$ cat src/rtl/serial_sub_pkg.sv
// rtl/serial_sub_pkg.sv - shared types and pin indices for the bit-serial subtractor
package serial_sub_pkg;

    localparam int WIDTH_DEF = 8;

    typedef enum logic [1:0] {
        ST_IDLE = 2'd0,
        ST_RUN  = 2'd1,
        ST_DONE = 2'd2
    } state_t;

    // uio_in control bits
    localparam int LOAD_A = 0;
    localparam int LOAD_B = 1;
    localparam int START  = 2;
    localparam int MODE   = 3;

    // uio_out status bits
    localparam int BUSY   = 4;
    localparam int DONE   = 5;
    localparam int BORROW = 6;
    localparam int ZERO   = 7;

endpackage

$ cat src/rtl/serial_sub_bitcell.sv
// rtl/serial_sub_bitcell.sv - one-bit full subtractor; full adder on mode=1 when SERIAL_SUB_ADD_EN is defined
module serial_sub_bitcell (
    input  logic a,
    input  logic b,
    input  logic borrow_in,
    input  logic mode,
    output logic d,
    output logic borrow_out
);

`ifdef SERIAL_SUB_ADD_EN
    always_comb begin
        d = a ^ b ^ borrow_in;
        if (mode) begin
            borrow_out = (a & b) | (borrow_in & (a ^ b));
        end else begin
            borrow_out = (~a & b) | (~(a ^ b) & borrow_in);
        end
    end
`else
    logic unused_mode;
    assign unused_mode = mode;
    assign d           = a ^ b ^ borrow_in;
    assign borrow_out  = (~a & b) | (~(a ^ b) & borrow_in);
`endif

endmodule

$ cat src/rtl/serial_subtractor.sv
// rtl/serial_subtractor.sv - bit-serial LSB-first subtractor top; SERIAL_SUB_ADD_EN adds a serial add mode
module serial_subtractor
    import serial_sub_pkg::*;
#(
    parameter int WIDTH = WIDTH_DEF
) (
    input  logic       clk,
    input  logic       rst_n,
    input  logic       ena,
    input  logic [7:0] ui_in,
    input  logic [7:0] uio_in,
    output logic [7:0] uo_out,
    output logic [7:0] uio_out,
    output logic [7:0] uio_oe
);

    localparam int CNT_W = (WIDTH > 1) ? $clog2(WIDTH) : 1;

    state_t             state_q, state_d;
    logic [WIDTH-1:0]   a_q, a_d;
    logic [WIDTH-1:0]   b_q, b_d;
    logic [WIDTH-1:0]   res_q, res_d;
    logic [CNT_W-1:0]   cnt_q, cnt_d;
    logic               br_q, br_d;
    logic               zero_q, zero_d;
    logic               mode_q, mode_d;
    logic               cell_d, cell_br;
    logic [WIDTH-1:0]   res_shift;
    logic [3:0]         unused_uio;

    assign unused_uio = uio_in[7:4];

    serial_sub_bitcell u_bitcell (
        .a          (a_q[0]),
        .b          (b_q[0]),
        .borrow_in  (br_q),
        .mode       (mode_q),
        .d          (cell_d),
        .borrow_out (cell_br)
    );

    assign res_shift = {cell_d, res_q[WIDTH-1:1]};

`ifdef SERIAL_SUB_ADD_EN
    assign mode_d = (ena && state_q != ST_RUN && uio_in[START]) ? uio_in[MODE] : mode_q;
`else
    logic unused_mode;
    assign unused_mode = uio_in[MODE];
    assign mode_d      = 1'b0;
`endif

    always_comb begin
        state_d = state_q;
        a_d     = a_q;
        b_d     = b_q;
        res_d   = res_q;
        cnt_d   = cnt_q;
        br_d    = br_q;
        zero_d  = zero_q;
        if (ena) begin
            case (state_q)
                ST_RUN: begin
                    // Operands rotate rather than shift so a restart from DONE reuses them.
                    a_d   = {a_q[0], a_q[WIDTH-1:1]};
                    b_d   = {b_q[0], b_q[WIDTH-1:1]};
                    res_d = res_shift;
                    br_d  = cell_br;
                    cnt_d = cnt_q + 1'b1;
                    if (cnt_q == CNT_W'(WIDTH - 1)) begin
                        state_d = ST_DONE;
                        zero_d  = (res_shift == '0);
                    end
                end
                default: begin
                    if (uio_in[START]) begin
                        state_d = ST_RUN;
                        cnt_d   = '0;
                        br_d    = 1'b0;
                        res_d   = '0;
                        zero_d  = 1'b0;
                    end else begin
                        if (uio_in[LOAD_A]) a_d = WIDTH'(ui_in);
                        if (uio_in[LOAD_B]) b_d = WIDTH'(ui_in);
                    end
                end
            endcase
        end
    end

    always_ff @(posedge clk or negedge rst_n) begin
        if (!rst_n) begin
            state_q <= ST_IDLE;
            a_q     <= '0;
            b_q     <= '0;
            res_q   <= '0;
            cnt_q   <= '0;
            br_q    <= 1'b0;
            zero_q  <= 1'b0;
            mode_q  <= 1'b0;
        end else begin
            state_q <= state_d;
            a_q     <= a_d;
            b_q     <= b_d;
            res_q   <= res_d;
            cnt_q   <= cnt_d;
            br_q    <= br_d;
            zero_q  <= zero_d;
            mode_q  <= mode_d;
        end
    end

    // The borrow flop is only meaningful once the run has finished.
    always_comb begin
        uio_out         = 8'h00;
        uio_out[BUSY]   = (state_q == ST_RUN);
        uio_out[DONE]   = (state_q == ST_DONE);
        uio_out[BORROW] = (state_q == ST_DONE) && br_q;
        uio_out[ZERO]   = zero_q;
    end

    assign uo_out = 8'(res_q);
    assign uio_oe = 8'hF0;

endmodule

$ cat config.mk
export PLATFORM = sky130hd
export DESIGN_NAME = serial_subtractor
export DESIGN_NICKNAME = d
export VERILOG_FILES = /design/src/rtl/serial_sub_pkg.sv /design/src/rtl/serial_sub_bitcell.sv /design/src/rtl/serial_subtractor.sv
export SDC_FILE = /design/constraint.sdc
export NUM_CORES = 1
export LEC_CHECK = 0
export ABC_AREA = 1
export CAP_MARGIN = 20
export CORE_ASPECT_RATIO = 0.8
export CORE_MARGIN = 8
export CORE_UTILIZATION = 52
export CTS_BUF_LIST = sky130_fd_sc_hd__clkbuf_16
export CTS_CLUSTER_SIZE = 28
export DETAILED_ROUTE_END_ITERATION = 16
export GPL_TIMING_DRIVEN = 0
export PLACE_DENSITY = 0.84
export SLEW_MARGIN = 20
export SYNTH_ARGS = -nofsm -noshare
export SYNTH_HDL_FRONTEND = slang
export SYNTH_HIERARCHICAL = 1
export SYNTH_SLANG_ARGS = --single-unit
export TNS_END_PERCENT = 1
$ cat constraint.sdc
create_clock -name clk -period 3.91 [get_ports clk]
set_clock_uncertainty 0.1 [all_clocks]
set_input_delay 0.782 -clock clk [delete_from_list [all_inputs] [get_ports clk]]
set_output_delay 0.782 -clock clk [all_outputs]
set_load 0.02 [all_outputs]
==> impl_results.md <==
* Tmin final at 2520 ps
* Crit share post-route at 0.645
* Worst path arrival time at 1640 ps
* Hold Buf Count CTS at 0
* CTS resizes at 0
* Tot Pwr at around 0.0013 W
* DRT iter0 DRCs at between 100 and 150
* Static leakage at slightly above 1 nW
* IO Port Bufs at 25
* FF-to-FF setup slack at 2470 ps
* Avg WL per Cell at ~12 um
* Global Route Usage Sum at 0.136
* Clock Sinks at 31
* Hold slack at approximately 370 ps
* Setup_tns at 0 ps
* Fillers at between 200 and 250
* Mapped cell area at between 1500 and 2000 sq um
* Net Sw Power at between 0.0004 and 0.0005 W
* Status: complete, no violations
* FMAX at between 300 and 400 MHz
* Initial antenna violation count at 0
* Synth Instances at ~190
* Ant. Diodes at 0
* Core Area at about 3100 sq um
* CP max FO at 6
* Max-slew violations at 0
* Share of power burned in registers at 0.349
* Leading cell type in the layout, fill and taps excluded: inv_1
* Area growth syn-to-layout at 27.1%
* Root buffer cell: clkbuf_16
* Worst hold path type: reg2reg
* Combinational power share at 0.396
* Drt first pass iters at 4
* Yosys warns at 6
* RSZ-0062 raised after global routing: false
* First-pass GRT wire length at 5530 um
* NumNets Final at around 250
* Mean Syn Cell Area at 9.06 sq um
* Endpoint class of the critical path: output port
* CTS tree: built
* H-tree depth at 2
* Drt via density at ~4.6
* Grt total ovfl at 0
* Post-CTS Setup Bufs at 0
* Kind of critical path: reg2out
* Clock transition at path regs at 40 ps
* ANT nets after route at 0
* Cell internal pwr at between 0.0008 and 0.0009 W
* Yosys cell types at 22
* Design Area, Final at 2170 sq um
* CP Data Required Time at between 3000 and 4000 ps
* DRC Markers at 0
* Maximum vdd ir drop at ~0.4 mV
* FF+latch count, synth at 31
* Clk buf depth at 2
* Max Cap Viol at 0
* Worst Tran Pin Value at approximately 690 ps
* Die Span Y at just under 70 um
* Clk Latency, worst-skew pair at around 270 ps
* Dpl hpwl at between 2000 and 2500 um
* CP Launch Type: flop
* CTS Buf Count at 5
* Die W at 80.0 um
* Vias at approximately 1200
* Vias in the first global route at approximately 1200
* Switching share of power at 0.343
* PD cells at between 600 and 700 nW/um^2
* Slew HR at 0.543
* Largest net degree at the start of global routing at 32
* Routability cong. at approximately 0.78
* Die area at 5380 sq um
* Final Hold Vio Count at 0
* Placed cell areas at ~2000 sq um
* Clock network power share at 0.255
* Most frequent cells in the layout: inv_1, dfrtp_1, nand2_1
* Initial core utilization at 0.548
* Placement row count at 18
* WL final at roughly 3300 um
* Number of top-level pins at 43
* Final setup viols at 0
* Layout cell share with drive strength beyond 1 at 0.231
* Sequential share of the synthesized area at 0.455
path summary, 6_finish.rpt:
kind / endpoint / cells after the start / from
max reg2reg: zero_q / 6 / a_q[0]
max: uio_out[4] / 3 / state_q[0]
min in group asynchronous: cnt_q[0] / 1 / rst_n
min reg2reg: cnt_q[1] / 2 / cnt_q[1]
max in group asynchronous: uo_out[5] / 1 / rst_n
min: cnt_q[1] / 2 / cnt_q[1]
worst max-delay path: stages, from the launching register on:
cell and delay, ps:
dfrtp_1 490, inv_2 80, nor2_4 170, clkdlybuf4s50_1 640
state kept, by name, summed over array words and instances (netlist names):
register,flops
zero_q,1
b_q,8
state_q,2
uo_out,8
a_q,8
cnt_q,3
br_q,1
cell usage after synthesis (all sizes together):
master | count | share of area
nand2 | 37 | 0.10
o21ai | 35 | 0.14
inv | 34 | 0.075
dfrtp | 31 | 0.46
buf | 19 | 0.11
o22ai | 9 | 0.033
nand3 | 8 | 0.031
nor2 | 8 | 0.022
conb | 2 | 0.0044
ha | 2 | 0.015
a21oi | 1 | 0.0029
fa | 1 | 0.012
nor3 | 1 | 0.0029
final cells by class:
cell class	instances	area, sq um	share of cell area
plain buffers	19	183	0.0843
clock buffers	5	125	0.0578
clock inverters	1	3.75	0.00173
inverters	34	128	0.0589
multi-input cells	114	656	0.303
flip-flops and latches	31	776	0.358
well taps	40	50.0	0.0231
repair buffers	25	245	0.113
power by group through the flow:
| stage | registers (W) | clock network (W) | logic (W) |
|---|---|---|---|
| after CTS | 0.000471 | 0.000353 | 0.000539 |
| after global routing | 0.000482 | 0.000371 | 0.000595 |
| after floorplan | 0.000496 | 0 | 0.000365 |
| final | 0.000471 | 0.000344 | 0.000534 |
| after global placement | 0.000472 | 0 | 0.000522 |
| after detailed placement | 0.000474 | 0 | 0.000533 |
through the flow:
step / utilization / instances / worst slack, ps
after floorplan: - / 198 / 2050
after global placement: 0.657 / 263 / 1400
after detailed placement: 0.655 / 263 / 1680
after CTS: 0.697 / 269 / 1390
after global routing: 0.697 / 269 / 1310
final: 0.697 / 269 / 1390
layer usage:
metal	routed length, um	global-route usage
met4	65	0.0747
met1	1630	0.172
met5	0	0
met3	187	0.0544
met2	1450	0.194
kinds of logic (layout without fill, tap and decap cells):
family,after synthesis,in the layout,share of synthesized area
DFF,31,31,0.455
adders and majority gates,3,3,0.0264
other,2,12,0.00441
and+or+nand+nor,54,54,0.158
buffers and inverters,53,84,0.182
AOI/OAI and AO/OA,45,45,0.174
No activity file was read; power rests on OpenSTA's default activity.
